**src/rtl/lsu_dm_master.sv**
```systemverilog
// lsu_dm_master: MEM-stage load/store initiator driving a word-wide data memory port.
// Build option MISALIGN_TRAP_EN: reject misaligned word/half accesses instead of masking the low bits.
module lsu_dm_master #(
  parameter logic [31:0] ADDR_BASE = 32'h0000_0000,
  parameter int unsigned ADDR_SPAN = 4096
) (
  input  logic        clk,
  input  logic        Reset,
  input  logic        req,
  output logic        ready,
  input  logic [2:0]  op,
  input  logic [31:0] addr,
  input  logic [31:0] wdata,
  input  logic [31:0] pc,
  output logic [31:0] rdata,
  output logic        done,
  output logic        err,
  output logic [31:0] A,
  output logic [31:0] WD,
  input  logic [31:0] RD,
  output logic        RE,
  output logic        WE,
  output logic [31:0] PC
);

  localparam logic [2:0] OP_LW  = 3'd0;
  localparam logic [2:0] OP_LH  = 3'd1;
  localparam logic [2:0] OP_LHU = 3'd2;
  localparam logic [2:0] OP_LB  = 3'd3;
  localparam logic [2:0] OP_LBU = 3'd4;
  localparam logic [2:0] OP_SW  = 3'd5;
  localparam logic [2:0] OP_SH  = 3'd6;
  localparam logic [2:0] OP_SB  = 3'd7;

  typedef enum logic [2:0] {
    S_IDLE, S_RD, S_RMW, S_WR, S_DONE, S_REJ, S_ERR
  } state_e;

  state_e      state_q, state_d;
  logic [2:0]  op_q, op_d;
  logic [1:0]  lane_q, lane_d;
  logic [15:0] wlo_q, wlo_d;
  logic [31:0] a_q, a_d;
  logic [31:0] wd_q, wd_d;
  logic [31:0] pc_q, pc_d;
  logic [31:0] rdata_q, rdata_d;
  logic [32:0] offset;
  logic        out_of_range;
  logic        misaligned;

  function automatic logic [31:0] load_extend(input logic [2:0] o, input logic [1:0] lane,
                                              input logic [31:0] w);
    logic [15:0] h;
    logic [7:0]  b;
    h = lane[1] ? w[31:16] : w[15:0];
    case (lane)
      2'd0:    b = w[7:0];
      2'd1:    b = w[15:8];
      2'd2:    b = w[23:16];
      default: b = w[31:24];
    endcase
    case (o)
      OP_LH:   return {{16{h[15]}}, h};
      OP_LHU:  return {16'h0000, h};
      OP_LB:   return {{24{b[7]}}, b};
      OP_LBU:  return {24'h000000, b};
      default: return w;
    endcase
  endfunction

  function automatic logic [31:0] store_merge(input logic [2:0] o, input logic [1:0] lane,
                                              input logic [15:0] d, input logic [31:0] w);
    logic [31:0] m;
    m = w;
    if (o == OP_SH) begin
      if (lane[1]) m[31:16] = d;
      else         m[15:0]  = d;
    end else begin
      case (lane)
        2'd0:    m[7:0]   = d[7:0];
        2'd1:    m[15:8]  = d[7:0];
        2'd2:    m[23:16] = d[7:0];
        default: m[31:24] = d[7:0];
      endcase
    end
    return m;
  endfunction

  // Borrow out of the 33-bit subtract flags addresses below the window.
  assign offset       = {1'b0, addr} - {1'b0, ADDR_BASE};
  assign out_of_range = offset[32] || (offset[31:0] >= 32'(ADDR_SPAN));

`ifdef MISALIGN_TRAP_EN
  always_comb begin
    misaligned = 1'b0;
    case (op)
      OP_LW, OP_SW:         misaligned = (addr[1:0] != 2'b00);
      OP_LH, OP_LHU, OP_SH: misaligned = addr[0];
      default:              misaligned = 1'b0;
    endcase
  end
`else
  // Masking is implicit: A drops addr[1:0] and halfword lanes only look at addr[1].
  assign misaligned = 1'b0;
`endif

  always_comb begin
    state_d = state_q;
    op_d    = op_q;
    lane_d  = lane_q;
    wlo_d   = wlo_q;
    a_d     = a_q;
    wd_d    = wd_q;
    pc_d    = pc_q;
    rdata_d = rdata_q;
    case (state_q)
      S_IDLE: begin
        if (req) begin
          op_d   = op;
          lane_d = addr[1:0];
          wlo_d  = wdata[15:0];
          pc_d   = pc;
          if (out_of_range || misaligned) begin
            state_d = S_REJ;
          end else begin
            a_d = {addr[31:2], 2'b00};
            case (op)
              OP_SW: begin
                wd_d    = wdata;
                state_d = S_WR;
              end
              OP_SH, OP_SB: state_d = S_RMW;
              default:      state_d = S_RD;
            endcase
          end
        end
      end
      S_RD: begin
        rdata_d = load_extend(op_q, lane_q, RD);
        state_d = S_DONE;
      end
      // WD doubles as the merge buffer so the write cycle sees a stable word.
      S_RMW: begin
        wd_d    = store_merge(op_q, lane_q, wlo_q, RD);
        state_d = S_WR;
      end
      S_WR:    state_d = S_DONE;
      // Rejects wait one cycle so every non-RMW request completes with the same latency.
      S_REJ:   state_d = S_ERR;
      default: state_d = S_IDLE;
    endcase
  end

  always_ff @(posedge clk or negedge Reset) begin
    if (!Reset) begin
      state_q <= S_IDLE;
      op_q    <= 3'd0;
      lane_q  <= 2'd0;
      wlo_q   <= 16'h0000;
      a_q     <= 32'h0;
      wd_q    <= 32'h0;
      pc_q    <= 32'h0;
      rdata_q <= 32'h0;
    end else begin
      state_q <= state_d;
      op_q    <= op_d;
      lane_q  <= lane_d;
      wlo_q   <= wlo_d;
      a_q     <= a_d;
      wd_q    <= wd_d;
      pc_q    <= pc_d;
      rdata_q <= rdata_d;
    end
  end

  assign ready = (state_q == S_IDLE);
  assign RE    = (state_q == S_RD) || (state_q == S_RMW);
  assign WE    = (state_q == S_WR);
  assign done  = (state_q == S_DONE) || (state_q == S_ERR);
  assign err   = (state_q == S_ERR);
  assign A     = a_q;
  assign WD    = wd_q;
  assign PC    = pc_q;
  assign rdata = rdata_q;

endmodule

```
**config.mk**
```make
export PLATFORM = sky130hd
export DESIGN_NAME = lsu_dm_master
export DESIGN_NICKNAME = d
export VERILOG_FILES = /design/src/rtl/lsu_dm_master.sv
export SDC_FILE = /design/constraint.sdc
export NUM_CORES = 1
export LEC_CHECK = 0
export CAP_MARGIN = 10
export CORE_AREA = 2 2 130 132
export DETAILED_ROUTE_END_ITERATION = 7
export DIE_AREA = 0 0 132 134
export PLACE_DENSITY = 0.88
export SYNTH_ARGS = -nofsm -noshare
export SYNTH_HDL_FRONTEND = slang
export SYNTH_SLANG_ARGS = --single-unit
```
**constraint.sdc**
```tcl
create_clock -name clk -period 2.3 [get_ports clk]
set_input_delay 0.345 -clock clk [delete_from_list [all_inputs] [get_ports clk]]
set_output_delay 0.345 -clock clk [all_outputs]
set_load 0.05 [all_outputs]
```
==> results_dict.tcl, run 1 <==
set metrics [dict create \
    outcome "completed" \
    coreArea_um2 16300 \
    rsz0062_at_grt "no" \
    synth_seq_cells 150 \
    place_area_um2 10100 \
    drc_errors 0 \
    design_area_um2 10600 \
    grt_pass1_vias 6559 \
    portBuffers 264 \
    pwr-share-clk_pct 16.4 \
    topRoutingLayerUsed "met4" \
    synth_area_per_cell_um2 11.7 \
    tns_ns 0 \
    hold-path-endpoint "rdata[3]" \
    worstHoldPathType "register to register" \
    root_buffer "clkbuf_16" \
    ys_seq_area_share_pct 53.7 \
    overflow 0 \
    grt.total_usage_pct 26.5 \
    worstReg2RegStart "state_q[1]" \
    finClkSkew_ns 0.0126 \
    postRouteAntennaNets 0 \
    fp.dieW_um 132 \
    post_cts_buffers 0 \
    first_iter_violations 524 \
    gp_congestion 0.926 \
    drv_slew 0 \
    switchingPower_uw 7620 \
    setup_viol 0 \
    async_flop_share_pct 100 \
    hold_violations 0 \
    routed_wl_mm 23.0 \
    grt_pass1_wl_mm 36.5 \
    finalNonFillerCells 1107 \
    yosysWarnings 0 \
    whs_path_depth 2 \
    clk_pin_slew_ns 0.06 \
    clock_latency_ns 0.42 \
    fp-row-count 47 \
    period_share_pct 96.2 \
    layout.nets 1009 \
    synthFlopType "dfrtp_1" \
    cellPowerDensity_nw_per_um2 1550 \
    p_comb_share_pct 56.6 \
    r2r_end "rdata[23]" \
    fin_util_pct 65.3 \
    rrSetupSlack_ns 0.12 \
    irDropWorstVdd_uv 1010 \
    antennaDiodeCount 0 \
    avgRoutedWirePerCell_um 20.8 \
    cp-end-kind "register" \
    cts.sinks 150 \
    p_int_uw 8850 \
    antenna_found_initial 0 \
    worst_slew_pin_slew_ns 1.19 \
    critPathMaxFanout 16 \
    swShare_pct 46.3 \
    drive_gt1_share_pct 19.7 \
    area_growth_pct 52.2 \
    max_clock_freq_mhz 452 \
    final_common_cell "clkdlybuf4s50_1" \
    cts_max_level 4 \
    synthesis.instances 596 \
    die_area_um2 17700 \
    dr.pass1.iters 7 \
    synth-edff-count 0 \
    numCtsBuffers 17 \
    dp_cells 1075 \
    initial_core_util_pct 42.9 \
    worst_ep_required_time_ns 2.58 \
    relSlewSlack_pct 20.4 \
    cap_violations 0 \
    wl_met3_mm 2.39 \
    grt_max_degree 70 \
    final_cell_mix "258 x clkdlybuf4s50_1, 150 x dfrtp_1, 73 x mux2_2, 55 x a21oi_1, 44 x nor2_1" \
    clk_path_buf_depth 2 \
    synth.distinct_cells 51 \
    seqPwrFrac_pct 27.0 \
    min_period_ns 2.21 \
    p_leak_uw 0.00449 \
    die_height_um 134 \
    dp_hpwl_mm 17.0 \
    min_from "rdata[3]" \
    viasPerCell 5.64 \
    whs_ns 0.481 \
    num_vias 6240 \
    worst_r2r_path_depth 4 \
    worstSetupPathType "primary input to register" \
    pin_count 267 \
    m1WireLength_mm 8.89 \
    startpoint_type "primary input" \
    synth_area_um2 6990 \
    cts_tree "built" \
    dr_wl_met2_mm 10.9 \
    critPathArrivalTime_ns 2.50 \
]
[metal layers]
layer	global-route usage [%]	vias up
met2	42.9	392
met1	32.7	3023
met3	8.16	57
li1	-	2768
met5	0	-
met4	12.4	0
[cells in the mapped netlist, drive strengths merged (2+ instances only)]
cell type | number | area (µm²)
a21oi | 57 | 289
a221o | 16 | 160
a221oi | 9 | 78.8
a222oi | 6 | 60.1
a22oi | 2 | 15.0
a2bb2oi | 7 | 61.3
a31oi | 4 | 25.0
and3 | 2 | 12.5
buf | 20 | 125
clkbuf | 20 | 75.1
dfrtp | 150 | 3750
inv | 8 | 30.0
mux2 | 83 | 972
mux2i | 9 | 90.1
mux4 | 7 | 158
nand2 | 34 | 146
nand2b | 8 | 50.1
nand3 | 5 | 25.0
nor2 | 45 | 171
nor2b | 20 | 125
nor3 | 4 | 25.0
nor4 | 5 | 50.1
o21ai | 19 | 95.1
o22ai | 32 | 200
o2bb2ai | 8 | 70.1
or2 | 3 | 18.8
xnor2 | 2 | 17.5
[registers in the layout (all words and copies together), names as in the netlist]
| register | count |
|---|---|
| PC | 32 |
| WD | 32 |
| rdata | 32 |
| A | 30 |
| wlo_q | 16 |
| op_q | 3 |
| state_q | 3 |
| lane_q | 2 |
[final cells by class]
cell class              instances  area [µm²]
flip-flops and latches        150        3750
multi-input cells             399        3030
repair buffers                299        2990
well taps                     220         275
clock inverters                10        96.3
clock buffers                  21         470
fillers                      1234        5650
inverters                       8        30.0
[what timing repair did]
action / CTS / global route
hold buffers: 1 / 0
endpoints found under the setup margin: 0 / 2
endpoints found under the hold margin: 67 / 0
gates resized for setup: 0 / 3
[through the flow]
| step | total power [µW] | setup WS, ns |
|---|---|---|
| finish | 16500 | 0.0870 |
| global route | 17300 | 0.00317 |
| CTS | 16500 | 0.0789 |
| detailed placement | 13700 | -0.351 |
| global placement | 13500 | -0.336 |
| floorplan | 10600 | 0.190 |
[logic make-up after synthesis]
kind of cell / share of synthesized area, %
buffers and inverters: 3.29
muxes: 17.4
DFF: 53.7
and+or+nand+nor: 9.77
AOI/OAI and AO/OA: 15.5
xor gates and xnor gates: 0.251
other: 0.0536
[power groups by stage]
stage               Clock (µW)  Combinational [µW]  Sequential [µW]
detailed placement           0                9260             4460
global placement             0                9070             4410
floorplan                    0                3490             7070
CTS                       2760                9290             4430
finish                    2700                9320             4450
global route              2850                9830             4580
[worst max path at each step]
stage / from / end / slack (ns) / cells past startpoint
5_1_grt: addr[26] / WD[13] / 0.003 / 8
3_3_place_gp: addr[26] / WD[4] / -0.34 / 7
6_report: addr[26] / WD[13] / 0.09 / 8
4_1_cts: state_q[1] / RE / 0.08 / 5
3_5_place_dp: addr[30] / WD[2] / -0.35 / 7
2_1_floorplan: state_q[1] / err / 0.19 / 3
[critical path: stages]
cell and delay [ns]:
clkdlybuf4s50_1 0.43, nor4_2 0.27, nand3_1 0.16, buf_4 0.18, or4_4 0.56, buf_4 0.23, o22ai_1 0.19, a221oi_1 0.11
No activity file was read; power rests on OpenSTA's default activity.
==> run 2, diff against run 1 <==
--- a/config.mk
+++ b/config.mk
@@ -9,7 +9,7 @@
 export CORE_AREA = 2 2 130 132
 export DETAILED_ROUTE_END_ITERATION = 7
 export DIE_AREA = 0 0 132 134
-export PLACE_DENSITY = 0.88
+export PLACE_DENSITY_LB_ADDON = 0.08
 export SYNTH_ARGS = -nofsm -noshare
 export SYNTH_HDL_FRONTEND = slang
 export SYNTH_SLANG_ARGS = --single-unit
==> run 2 against run 1 <==
Utilization rose by 0.43 points. Count of clock-buffer cells in the layout fell by 1. Fmax fell by 2.4%. Clock skew fell by 0.0046 ns. Clock power rose by 5%. Global-route usage fell by 0.68 points. Die area did not move. Critical path type is now register to primary output. Largest cell class unchanged.
==> results_dict.tcl, run 2 (synthesis gave the netlist of run 1 again) <==
set metrics [dict create \
    setup_viol 0 \
    postRouteAntennaNets 0 \
    portBuffers 264 \
    cts.sinks 150 \
    cp-end-kind "primary output" \
    layout.nets 1015 \
    outcome "completed" \
    place_area_um2 10100 \
    routed_wl_mm 22.6 \
    die_area_um2 17700 \
    startpoint_type "register" \
    viasPerCell 5.51 \
    min_period_ns 2.27 \
    coreArea_um2 16300 \
    numCtsBuffers 17 \
    p_leak_uw 0.00453 \
    drv_slew 0 \
    worstReg2RegStart "state_q[2]" \
    fp.dieW_um 132 \
    clock_latency_ns 0.42 \
    grt_pass1_vias 6425 \
    fillers 1296 \
    grt_pass1_wl_mm 35.5 \
    final_cell_mix "258 x clkdlybuf4s50_1, 150 x dfrtp_1, 73 x mux2_2, 56 x a21oi_1, 42 x nor2_1" \
    dr.pass1.iters 5 \
    relSlewSlack_pct 52.8 \
    critPathMaxFanout 25 \
    design_area_um2 10700 \
    worstSetupPathType "register to primary output" \
    antenna_found_initial 0 \
    clk_path_buf_depth 2 \
    num_vias 6136 \
    dp_hpwl_mm 17.2 \
    cts_tree "built" \
    cts_max_level 4 \
    grt_max_degree 54 \
    rsz0062_at_grt "yes" \
    fp-row-count 47 \
    cellPowerDensity_nw_per_um2 1550 \
    avgRoutedWirePerCell_um 20.3 \
    critPathArrivalTime_ns 1.92 \
    root_buffer "clkbuf_16" \
    gp_congestion 0.882 \
    pin_count 267 \
    fin_util_pct 65.8 \
    first_iter_violations 396 \
    worst_ep_required_time_ns 1.96 \
    die_height_um 134 \
    max_clock_freq_mhz 441 \
    startpoint "state_q[0]" \
    finClkSkew_ns 0.00805 \
    grt.total_usage_pct 25.9 \
    area_growth_pct 53.2 \
    worst_r2r_path_depth 5 \
    clk_pin_slew_ns 0.06 \
    initial_core_util_pct 42.9 \
    irDropWorstVdd_uv 971 \
    antennaDiodeCount 0 \
    worst_slew_pin_slew_ns 0.708 \
    final_common_cell "clkdlybuf4s50_1" \
    hold_violations 0 \
    drc_errors 0 \
    drive_gt1_share_pct 20.3 \
    cap_violations 0 \
    overflow 0 \
    worstHoldPathType "primary input to asynchronous set/reset pin" \
    period_share_pct 98.6 \
]
run 2: changes by cell type in the layout (fill, tap and decap cells not counted), sizes merged:
cell	before	now
clkbuf	21	20
inv	10	9
bufinv	1	3
dlymetal6s2s	0	1
buf	40	45
run 2: power by group:
part	switching, µW	internal (µW)	total [µW]
Sequential	752	3690	4440
Clock	1110	1730	2840
Combinational	5690	3640	9320
Total	7550	9060	16600
run 2: through the flow:
step | hold WS (ns) | instances | power (µW) | setup WS (ns) | TNS (ns)
after CTS | 0.452 | 1113 | 16700 | 0.0152 | 0
final | 0.452 | 1113 | 16600 | 0.0319 | 0
after global placement | 0.328 | 1081 | 13600 | -0.174 | -3.98
after floorplan | 0.0494 | 597 | 10600 | 0.190 | 0
after detailed placement | 0.341 | 1081 | 13800 | -0.193 | -5.01
after global routing | 0.486 | 1113 | 17400 | -0.0717 | -0.0717
run 2: worst paths after layout:
check / end / slack [ns]
setup / recovery: RE / 0.03
min in group clk: rdata[5] / 0.49
setup reg to reg: WD[3] / 0.20
hold / removal: rdata[30] / 0.45
hold reg to reg: rdata[5] / 0.49
max in group asynchronous: op_q[0] / 1.17
run 2: cell type report:
cell class                      instances  area (µm²)  share of cell area, %
Clock buffer                           20         447                   4.17
Clock inverter                         11         151                   1.41
Inverter                                8        30.0                  0.280
Multi-Input combinational cell        399        3030                   28.3
Sequential cell                       150        3750                   35.0
Tap cell                              220         275                   2.57
Timing Repair Buffer                  305        3030                   28.2
run 2: timing repair:
item | CTS | global route
hold buffers | 1 | 0
setup buffers | 0 | 0
endpoints found under the setup margin | 0 | 25
hold endpoints to repair | 48 | 0
resized for setup | 0 | 5
run 2: critical path, stage by stage, from the launching register on:
cell and delay [ns]:
dfrtp_1 0.37, buf_4 0.16, nor2_2 0.14, nand2_2 0.36, nand2_1 0.30, buf_12 0.17
run 2: per-layer routing:
layer  wire length (µm)  global-route usage [%]  up-vias
met5                  0                       0        -
met4                456                    9.18        0
met3               1820                    7.45       35
met2              11100                    42.4      292
met1               9190                    33.0     3026
li1                   -                       -     2783
